===== config.mk =====
export PLATFORM = sky130hd
export DESIGN_NAME = bsg_tx_scheduler
export DESIGN_NICKNAME = d
export VERILOG_FILES = /design/src/rtl/bsg_pkg.sv /design/src/rtl/bsg_rr_arbiter.sv /design/src/rtl/bsg_tx_scheduler.sv
export SDC_FILE = /design/constraint.sdc
export NUM_CORES = 1
export LEC_CHECK = 0
export BUFFER_PORTS_ARGS = -buffer_cell sky130_fd_sc_hd__buf_2
export CAP_MARGIN = 25
export CORE_MARGIN = 2
export CORE_UTILIZATION = 45
export CTS_BUF_LIST = sky130_fd_sc_hd__clkbuf_2 sky130_fd_sc_hd__clkbuf_4 sky130_fd_sc_hd__clkbuf_8
export DETAILED_ROUTE_END_ITERATION = 7
export MAX_ROUTING_LAYER = met4
export PLACE_DENSITY = 0.71
export SYNTH_ARGS = -nofsm -noshare
export SYNTH_HDL_FRONTEND = slang
export SYNTH_SLANG_ARGS = --single-unit

===== constraint.sdc =====
create_clock -name SYS_CLK -period 2.2 [get_ports SYS_CLK]
set_input_delay 0.44 -clock SYS_CLK [delete_from_list [all_inputs] [get_ports SYS_CLK]]
set_output_delay 0.44 -clock SYS_CLK [all_outputs]
set_load 0.02 [all_outputs]

===== src/rtl/bsg_pkg.sv =====
// bsg_pkg: shared definitions for the BSG transmit scheduler.
//   bsg_state_e      - scheduler FSM state encoding
//   CTRL_OFF         - control word that turns the transmitter off
//   CTRL_TXEN_INTMSK - control word TXENABLE|INTMSK (also clears INTFLAG)
//   DEF_ADDR_*       - default BSG register addresses
package bsg_pkg;

   typedef enum logic [2:0] {
      ST_IDLE,
      ST_ARB,
      ST_WR_DATA,
      ST_WR_CTRL,
      ST_WAIT_INT,
      ST_CLR_INT,
      ST_STOP
   } bsg_state_e;

   localparam logic [7:0] CTRL_OFF         = 8'h00;
   localparam logic [7:0] CTRL_TXEN_INTMSK = 8'h03;

   localparam logic [7:0] DEF_ADDR_CTRL = 8'h00;
   localparam logic [7:0] DEF_ADDR_D0   = 8'h01;
   localparam logic [7:0] DEF_ADDR_D1   = 8'h02;

   // Data register address for the given double-buffer slot.
   function automatic logic [7:0] data_addr(input logic slot, input logic [7:0] a0,
                                            input logic [7:0] a1);
      return slot ? a1 : a0;
   endfunction

endpackage


===== src/rtl/bsg_rr_arbiter.sv =====
// bsg_rr_arbiter: two-requester arbiter feeding the BSG scheduler.
//   clk_sys  in  clock
//   rst_b    in  synchronous active-low reset
//   req      in  [1:0] request vector
//   accept   in  grant is taken this cycle (pointer advances)
//   grant    out [1:0] one-hot grant, combinational from req
// Build option: BSG_SCHED_PRIO_EN selects fixed priority (requester 0 wins);
// default is round-robin with the pointer starting at requester 0.
module bsg_rr_arbiter (
   input  logic       clk_sys,
   input  logic       rst_b,
   input  logic [1:0] req,
   input  logic       accept,
   output logic [1:0] grant
);

`ifdef BSG_SCHED_PRIO_EN
   logic unused_prio;
   assign unused_prio = ^{clk_sys, rst_b, accept};

   always_comb begin
      grant = 2'b00;
      if (req[0]) begin
         grant = 2'b01;
      end else if (req[1]) begin
         grant = 2'b10;
      end
   end
`else
   // ptr_q names the requester that wins when both are requesting.
   logic ptr_q;
   logic ptr_d;

   always_comb begin
      grant = 2'b00;
      case (req)
         2'b01:   grant = 2'b01;
         2'b10:   grant = 2'b10;
         2'b11:   grant = ptr_q ? 2'b10 : 2'b01;
         default: grant = 2'b00;
      endcase
   end

   // After serving requester 0 prefer 1, and vice versa.
   always_comb begin
      ptr_d = ptr_q;
      if (accept && (|grant)) begin
         ptr_d = grant[0];
      end
   end

   always_ff @(posedge clk_sys) begin
      if (!rst_b) begin
         ptr_q <= 1'b0;
      end else begin
         ptr_q <= ptr_d;
      end
   end
`endif

endmodule


===== src/rtl/bsg_tx_scheduler.sv =====
// bsg_tx_scheduler: feeds bytes from two requesters into a double-buffered
// BSG transmitter over a simple register write bus, priming both data
// registers, enabling the transmitter, then refilling one slot per interrupt.
// Ports:
//   SYS_CLK, RST_N          clock, synchronous active-low reset
//   en                      scheduler enable
//   req_valid/req_data0/1   requester byte offers; req_ready pulses on accept
//   bus_wr/addr/Data_in     register write strobe, address, data (to BSG)
//   ready                   bus ready; a write completes on bus_wr & ready
//   BSG_INT                 BSG interrupt, only looked at in WAIT_INT
//   busy/tx_active          not idle / transmitter enabled
//   err_timeout             sticky bus-ready timeout flag
//   tx_count                data bytes delivered (wraps)
// Build option: BSG_SCHED_PRIO_EN gives requester 0 fixed priority.
//
// state    | meaning
// ---------+----------------------------------------------------------
// IDLE     | disabled or nothing to send, strobes low
// ARB      | pick a requester and capture its byte (stays here on underrun)
// WR_DATA  | write captured byte to D0/D1 selected by slot
// WR_CTRL  | write TXENABLE|INTMSK after both slots are primed
// WAIT_INT | transmitter running, wait for interrupt or disable
// CLR_INT  | rewrite control word to clear INTFLAG, then refill a slot
// STOP     | write control word 0, then return to IDLE
module bsg_tx_scheduler
   import bsg_pkg::*;
#(
   parameter logic [7:0] ADDR_CTRL = DEF_ADDR_CTRL,
   parameter logic [7:0] ADDR_D0   = DEF_ADDR_D0,
   parameter logic [7:0] ADDR_D1   = DEF_ADDR_D1,
   parameter int         WAIT_MAX  = 255
) (
   input  logic        SYS_CLK,
   input  logic        RST_N,
   input  logic        en,
   input  logic [1:0]  req_valid,
   input  logic [7:0]  req_data0,
   input  logic [7:0]  req_data1,
   output logic [1:0]  req_ready,
   output logic        bus_wr,
   output logic [7:0]  addr,
   output logic [7:0]  Data_in,
   input  logic        ready,
   input  logic        BSG_INT,
   output logic        busy,
   output logic        tx_active,
   output logic        err_timeout,
   output logic [15:0] tx_count
);

   localparam int              WCW       = (WAIT_MAX > 1) ? $clog2(WAIT_MAX) : 1;
   localparam logic [WCW-1:0]  WAIT_LOAD = WCW'(WAIT_MAX - 1);

   bsg_state_e     state_q, state_d;
   logic           slot_q, slot_d;
   logic           tx_active_q, tx_active_d;
   logic           err_q, err_d;
   logic [15:0]    tx_count_q, tx_count_d;
   logic           bus_wr_q, bus_wr_d;
   logic [7:0]     addr_q, addr_d;
   logic [7:0]     data_in_q, data_in_d;
   logic [WCW-1:0] wait_cnt_q, wait_cnt_d;

   logic [1:0]     grant;
   logic           arb_go;
   logic           wr_done;
   logic           wr_tmo;
   logic           start_wr;

   bsg_rr_arbiter u_arb (
      .clk_sys (SYS_CLK),
      .rst_b   (RST_N),
      .req     (req_valid),
      .accept  (arb_go),
      .grant   (grant)
   );

   // en is only honoured in ARB before granting, so no byte is taken on disable.
   assign arb_go    = (state_q == ST_ARB) && en && (|grant);
   assign wr_done   = bus_wr_q && ready;
   assign wr_tmo    = bus_wr_q && !ready && (wait_cnt_q == '0);

   always_comb begin
      state_d     = state_q;
      slot_d      = slot_q;
      tx_active_d = tx_active_q;
      err_d       = err_q;
      tx_count_d  = tx_count_q;
      bus_wr_d    = bus_wr_q;
      addr_d      = addr_q;
      data_in_d   = data_in_q;
      wait_cnt_d  = wait_cnt_q;
      start_wr    = 1'b0;

      if (bus_wr_q && !ready && (wait_cnt_q != '0)) begin
         wait_cnt_d = wait_cnt_q - WCW'(1);
      end

      case (state_q)
         ST_IDLE: begin
            if (en && (|req_valid)) begin
               state_d = ST_ARB;
            end
         end
         ST_ARB: begin
            if (!en) begin
               if (tx_active_q) begin
                  state_d   = ST_STOP;
                  bus_wr_d  = 1'b1;
                  addr_d    = ADDR_CTRL;
                  data_in_d = CTRL_OFF;
                  start_wr  = 1'b1;
               end else begin
                  state_d = ST_IDLE;
               end
            end else if (|grant) begin
               state_d   = ST_WR_DATA;
               bus_wr_d  = 1'b1;
               addr_d    = data_addr(slot_q, ADDR_D0, ADDR_D1);
               data_in_d = grant[1] ? req_data1 : req_data0;
               start_wr  = 1'b1;
            end
         end
         ST_WR_DATA: begin
            if (wr_done) begin
               slot_d     = ~slot_q;
               tx_count_d = tx_count_q + 16'd1;
               if (tx_active_q) begin
                  // Only a post-interrupt refill reaches here while active.
                  state_d  = ST_WAIT_INT;
                  bus_wr_d = 1'b0;
               end else if (slot_q) begin
                  state_d   = ST_WR_CTRL;
                  addr_d    = ADDR_CTRL;
                  data_in_d = CTRL_TXEN_INTMSK;
                  start_wr  = 1'b1;
               end else begin
                  state_d  = ST_ARB;
                  bus_wr_d = 1'b0;
               end
            end
         end
         ST_WR_CTRL: begin
            if (wr_done) begin
               tx_active_d = 1'b1;
               state_d     = ST_WAIT_INT;
               bus_wr_d    = 1'b0;
            end
         end
         ST_WAIT_INT: begin
            if (BSG_INT) begin
               state_d   = ST_CLR_INT;
               bus_wr_d  = 1'b1;
               addr_d    = ADDR_CTRL;
               data_in_d = CTRL_TXEN_INTMSK;
               start_wr  = 1'b1;
            end else if (!en) begin
               state_d   = ST_STOP;
               bus_wr_d  = 1'b1;
               addr_d    = ADDR_CTRL;
               data_in_d = CTRL_OFF;
               start_wr  = 1'b1;
            end
         end
         ST_CLR_INT: begin
            if (wr_done) begin
               state_d  = ST_ARB;
               bus_wr_d = 1'b0;
            end
         end
         ST_STOP: begin
            if (wr_done) begin
               state_d     = ST_IDLE;
               bus_wr_d    = 1'b0;
               tx_active_d = 1'b0;
               slot_d      = 1'b0;
            end
         end
         default: begin
            state_d  = ST_IDLE;
            bus_wr_d = 1'b0;
         end
      endcase

      // A stuck bus abandons whatever write was in progress.
      if (wr_tmo) begin
         state_d     = ST_IDLE;
         bus_wr_d    = 1'b0;
         err_d       = 1'b1;
         tx_active_d = 1'b0;
         slot_d      = 1'b0;
      end

      if (start_wr) begin
         wait_cnt_d = WAIT_LOAD;
      end
   end

   always_ff @(posedge SYS_CLK) begin
      if (!RST_N) begin
         state_q     <= ST_IDLE;
         slot_q      <= 1'b0;
         tx_active_q <= 1'b0;
         err_q       <= 1'b0;
         tx_count_q  <= 16'd0;
         bus_wr_q    <= 1'b0;
         addr_q      <= 8'h00;
         data_in_q   <= 8'h00;
         wait_cnt_q  <= '0;
      end else begin
         state_q     <= state_d;
         slot_q      <= slot_d;
         tx_active_q <= tx_active_d;
         err_q       <= err_d;
         tx_count_q  <= tx_count_d;
         bus_wr_q    <= bus_wr_d;
         addr_q      <= addr_d;
         data_in_q   <= data_in_d;
         wait_cnt_q  <= wait_cnt_d;
      end
   end

   // req_ready is the accept half of a same-cycle valid/ready handshake.
   assign req_ready   = arb_go ? grant : 2'b00;
   assign bus_wr      = bus_wr_q;
   assign addr        = addr_q;
   assign Data_in     = data_in_q;
   assign busy        = (state_q != ST_IDLE);
   assign tx_active   = tx_active_q;
   assign err_timeout = err_q;
   assign tx_count    = tx_count_q;

endmodule


==> results of run 1 <==
## per-stage QoR
stage / instances / worst slack [ps] / utilization, % / total power (W) / hold slack [ps]
after floorplan: 283 / 189 / - / 0.00106 / 484
after global placement: 396 / 117 / 53.0 / 0.00113 / 443
after detailed placement: 396 / 59.1 / 53.0 / 0.00113 / 444
after CTS: 404 / 27.1 / 55.3 / 0.00171 / 456
after global routing: 404 / 17.2 / 55.5 / 0.00179 / 482
final: 404 / 125 / 55.5 / 0.00170 / 454
## synth_stat cells (3+ instances only)
master	number
clkbuf_1	7
nand2b_1	4
o21a_1	7
nor2b_1	9
nand2_1	24
ha_1	3
dfxtp_1	42
mux2_2	9
nor4_1	3
buf_4	6
a21oi_1	12
o21ai_0	9
buf_2	5
or3_1	5
nand4_1	5
xnor2_1	12
and2_1	11
nand3_1	18
nor3_1	3
xor2_1	8
inv_1	10
nor2_1	15
a21boi_1	4
a21boi_0	7
## critical path, stage by stage, from the launching register on
cell	delay, ps
dfxtp_1	510
nor4bb_4	330
inv_1	100
a211oi_1	210
buf_2	200
## flip-flops by register name (all words and copies together) (netlist names)
register	count
bus_wr	1
addr	2
Data_in	8
slot_q	1
wait_cnt_q	8
u_arb.ptr_q	1
err_timeout	1
state_q	3
tx_active	1
tx_count	16
## path summary, 6_finish.rpt
check,from,endpoint,slack (ps),cells past startpoint
min,Data_in[6]$_SDFFE_PN0P_,Data_in[6]$_SDFFE_PN0P_,450,2
max,state_q[0]$_SDFFE_PP0P_,req_ready[0],120,4
max reg2reg,bus_wr$_SDFFE_PP0P_,wait_cnt_q[5]$_SDFFE_PN0P_,250,4
min reg2reg,Data_in[6]$_SDFFE_PN0P_,Data_in[6]$_SDFFE_PN0P_,450,2
## logic make-up after synthesis
group	count (synthesis)	share of synthesized area, %
simple gates	113	26.8
buf+inv	30	6.61
xor+xnor	20	7.40
flops	42	35.5
compound gates	58	16.8
other cells	1	0.158
fa+ha+maj	4	2.01
mux	10	4.71
## cell type report
class | count | area (sq um) | share of cell area (%)
Inverter | 10 | 37.5 | 1.33
Timing Repair Buffer | 63 | 338 | 12.0
Tap cell | 70 | 87.6 | 3.11
Clock buffer | 8 | 110 | 3.91
Sequential cell | 42 | 841 | 29.9
Multi-Input combinational cell | 211 | 1400 | 49.8
## cell usage in the layout (no fill, tap or decap), types with 6 or more instances in the layout
cell	count
buf_2	54
dfxtp_1	42
nand2_1	24
nand3_1	18
nor2_1	15
a21oi_1	12
xnor2_1	12
and2_1	11
inv_1	10
nor2b_1	9
o21ai_0	9
mux2_2	9
buf_4	9
xor2_1	8
clkbuf_8	8
o21a_1	7
a21boi_0	7
conb_1	6
## routing by layer
layer  wire (microns)  track usage (%)  share of wire [%]
met3              302             4.86                6.0
met1             2380             23.7                 48
met5                0                -                  0
met2             2220             28.5                 45
met4               92             6.73                1.8
## where the power goes
group          total, W  internal (W)  leakage (nW)  switching [W]
clock          0.000577      0.000317        0.0575       0.000260
combinational  0.000298      0.000131         0.754       0.000167
sequential     0.000821      0.000789         0.340      0.0000324
==> impl_metrics.toml, run 1 <==
[finish]
syn_to_final_growth_pct = 19.0
drive_above_1_share_pct = 26.6
fillCellCount = 493
final_area_sq_mm = 0.00282
insertedDiodeCount = 0
nets = 359

[setup_path]
path_class = "reg2out"
cp.required_ps = 1760
crit_path_end_kind = "primary output"
critPathMaxFanout = 9
worst_setup_path_start_kind = "flip-flop"
crit_arrival_ps = 1640

[die]
core_region_area_sq_mm = 0.00507
rows = 26
start_util_pct = 46.6
die_h_microns = 76.5
die-area_sq_mm = 0.00585
dieWidth_microns = 76.5
io_pins = 61

[clocking]
cts_buffers = 5
cts-root-buf = "clkbuf_8"
clkSinkCount = 42
cts.clk_slew.worst_paths_ps = 80
clk_path_buf_depth = 2
ctsHoldBuffers = 0
clock_latency_ps = 300
cts_tree = "built"
cts_max_level = 2
cts_setup_buffers = 0
cts_resized = 1

[status]
status = "finished clean"

[synth]
synth_area_leaders = "dfxtp_1 36%, xnor2_1 4.4%, mux2_2 4.3%, nand3_1 3.8%, nand2_1 3.8%"
ys.warnings.count = 0
async_flop_share_pct = 0
syn-instance-count = 278
synth_seq_cells = 42
synth_top_area_share_pct = 35.5
avgSynthCellArea_sq_um = 8.51
yosysUniqueCellTypes = 57
synth_top_cell_by_area = "dfxtp_1"
synth_edf_count = 0
ys.flop_type = "dfxtp_1"
ys_seq_area_share_pct = 35.5
syn-cell-area_sq_mm = 0.00237

[timing]
maxSlewViolCount = 0
period_share_pct = 94.3
finalSetupTns_ps = 0
hold_viol = 0
rsz0062_at_grt = "no"
maxSlewHeadroom_pct = 57.5
fin_worst_skew_ps = 5.79
post-route-min-period_ps = 2080
tightest_slew_ps = 636
setup_violations = 0
fmax_mhz = 482

[drt]
drtIter0Drc = 74
drc = 0
routedWlPerCell_microns = 12.4
final_antenna_net_count = 0
via_per_inst = 5.14
drtPass1Iterations = 4
drt_wl_total_microns = 4990
num_vias = 2078

[power_and_ir_drop]
ir_worst_vdd_uv = 324
p_leak_nw = 1.15
powerDensity_mw_per_mm2 = 602

[placement]
io_buffers = 54
dpl_cell_area_sq_mm = 0.00269
dpl.hpwl_microns = 3710
place_congestion = 0.910

[grt]
grt_pass1_wl_microns = 8770
grt_max_degree = 26
overflow = 0
antenna_found_initial = 0
grt_usage_pct = 18.6
grt_pass1_vias = 1973

[hold_path]
hold_class = "reg2reg"

[flow_run]
timing.max_cap.violations = 0
Power figures use the tool's default switching activity.
==> run 2: changes to the inputs <==
--- a/config.mk
+++ b/config.mk
@@ -12,7 +12,7 @@
 export CTS_BUF_LIST = sky130_fd_sc_hd__clkbuf_2 sky130_fd_sc_hd__clkbuf_4 sky130_fd_sc_hd__clkbuf_8
 export DETAILED_ROUTE_END_ITERATION = 7
 export MAX_ROUTING_LAYER = met4
-export PLACE_DENSITY = 0.71
+export PLACE_DENSITY = 0.81
 export SYNTH_ARGS = -nofsm -noshare
 export SYNTH_HDL_FRONTEND = slang
 export SYNTH_SLANG_ARGS = --single-unit
==> impl_metrics.toml, run 2 (synthesis results as in run 1) <==
[setup_path]
worst_setup_path_start_kind = "flip-flop"
crit_arrival_ps = 1640
critPathMaxFanout = 10
cp.required_ps = 1760
path_class = "reg2out"
crit_path_end_kind = "primary output"

[power_and_ir_drop]
powerDensity_mw_per_mm2 = 584
fin_total_pwr_w = 0.00162
p_leak_nw = 1.13
ir_worst_vdd_uv = 385

[drt]
routedWlPerCell_microns = 12.3
final_antenna_net_count = 0
via_per_inst = 5.21
drc = 0
drtPass1Iterations = 4
drt_wl_total_microns = 4920
drtIter0Drc = 68
num_vias = 2091

[hold_path]
hold_class = "reg2reg"

[finish]
finalNonFillerCells = 401
drive_above_1_share_pct = 26.3
largest_reg_flops = 16
seq_area_sq_um = 842
insertedDiodeCount = 0
multi_input_area_sq_mm = 0.00140
final_common_cell = "buf_2"
nets = 356
fillCellCount = 465
syn_to_final_growth_pct = 17.5
mostFrequentLayoutCells = "54 x buf_2, 41 x dfxtp_1, 24 x nand2_1"

[clocking]
cts_tree = "built"
cts_buffers = 5
clk_path_buf_depth = 2
cts-root-buf = "clkbuf_8"
cts_max_level = 2
clock_latency_ps = 290
clkSinkCount = 42
cts.clk_slew.worst_paths_ps = 80
ctsHoldBuffers = 0

[timing]
rsz0062_at_grt = "no"
setup_violations = 0
fmax_mhz = 482
tightest_slew_ps = 685
maxSlewHeadroom_pct = 54.2
post-route-min-period_ps = 2080
fin_worst_skew_ps = 7.18
finalSetupTns_ps = 0
maxSlewViolCount = 0
hold_viol = 0
period_share_pct = 94.4

[die]
rows = 26
io_pins = 61
die_h_microns = 76.5
start_util_pct = 46.6
die-area_sq_mm = 0.00585
core_region_area_sq_mm = 0.00507
dieWidth_microns = 76.5

[status]
status = "finished clean"

[placement]
dpl.hpwl_microns = 3650
dpl.cell_count = 393
io_buffers = 54
place_congestion = 0.935

[grt]
grt_util_met1_pct = 21.5
grtUsageMet2_pct = 30.0
overflow = 0
grt_pass1_vias = 1967
grt_usage_pct = 17.8
grt_pass1_wl_microns = 8470
antenna_found_initial = 0
grt.met3_usage_pct = 3.79
grt_max_degree = 37
grt_busiest_layer = "met2"

[flow_run]
timing.max_cap.violations = 0
run 2: cell count changes in the layout (fill, tap and decap cells not counted):
cell | before | now
clkinv_2 | 0 | 1
clkbuf_8 | 8 | 6
buf_4 | 9 | 6
dfxtp_2 | 0 | 1
dfxtp_1 | 42 | 41
clkinvlp_4 | 0 | 1
run 2: timing repair:
item                       CTS  global route
setup endpoints to repair    1            15
buffers inserted             0             0
gates resized for setup      1             2
hold endpoints to repair     0             0
pin swaps                    0             0
run 2: worst paths after layout:
kind	from	to	slack, ps	cells after the start
hold / removal	Data_in[4]$_SDFFE_PN0P_	Data_in[4]$_SDFFE_PN0P_	450	2
setup / recovery	state_q[2]$_SDFFE_PP0P_	req_ready[0]	120	4
hold reg to reg	Data_in[4]$_SDFFE_PN0P_	Data_in[4]$_SDFFE_PN0P_	450	2
setup reg to reg	state_q[2]$_SDFFE_PP0P_	Data_in[3]$_SDFFE_PN0P_	200	5
run 2: cell type report:
type	instances	area share [%]
Timing Repair Buffer	60	11.3
Clock inverter	2	0.450
Multi-Input combinational cell	211	50.5
Sequential cell	42	30.3
Clock buffer	6	2.97
Inverter	10	1.35
Tap cell	70	3.15
run 2: worst max-delay path, stage by stage (launching register included):
cell	delay (ps)
dfxtp_1	430
nor4bb_4	390
inv_1	100
a211oi_1	230
buf_2	200
run 2: metal layers:
| layer | wire length [microns] | part of all wire (%) |
|---|---|---|
| met2 | 2310 | 47 |
| met3 | 265 | 5.4 |
| met4 | 42 | 0.85 |
| met1 | 2310 | 47 |
| met5 | 0 | 0 |
run 2: per-stage QoR:
stage	setup slack, ps	util, %	instance area [sq um]	hold slack [ps]
after floorplan	189	-	2380	484
final	123	54.8	2780	455
after detailed placement	87.0	52.6	2670	451
after CTS	43.1	54.6	2770	461
after global placement	137	52.6	2670	443
after global routing	0.150	54.8	2780	478
run 2: power breakdown:
group	leakage [nW]	internal [W]	switching [W]
registers	0.340	0.000789	0.0000296
clock network	0.0472	0.000252	0.000257
logic	0.738	0.000126	0.000171
total	1.13	0.00117	0.000458
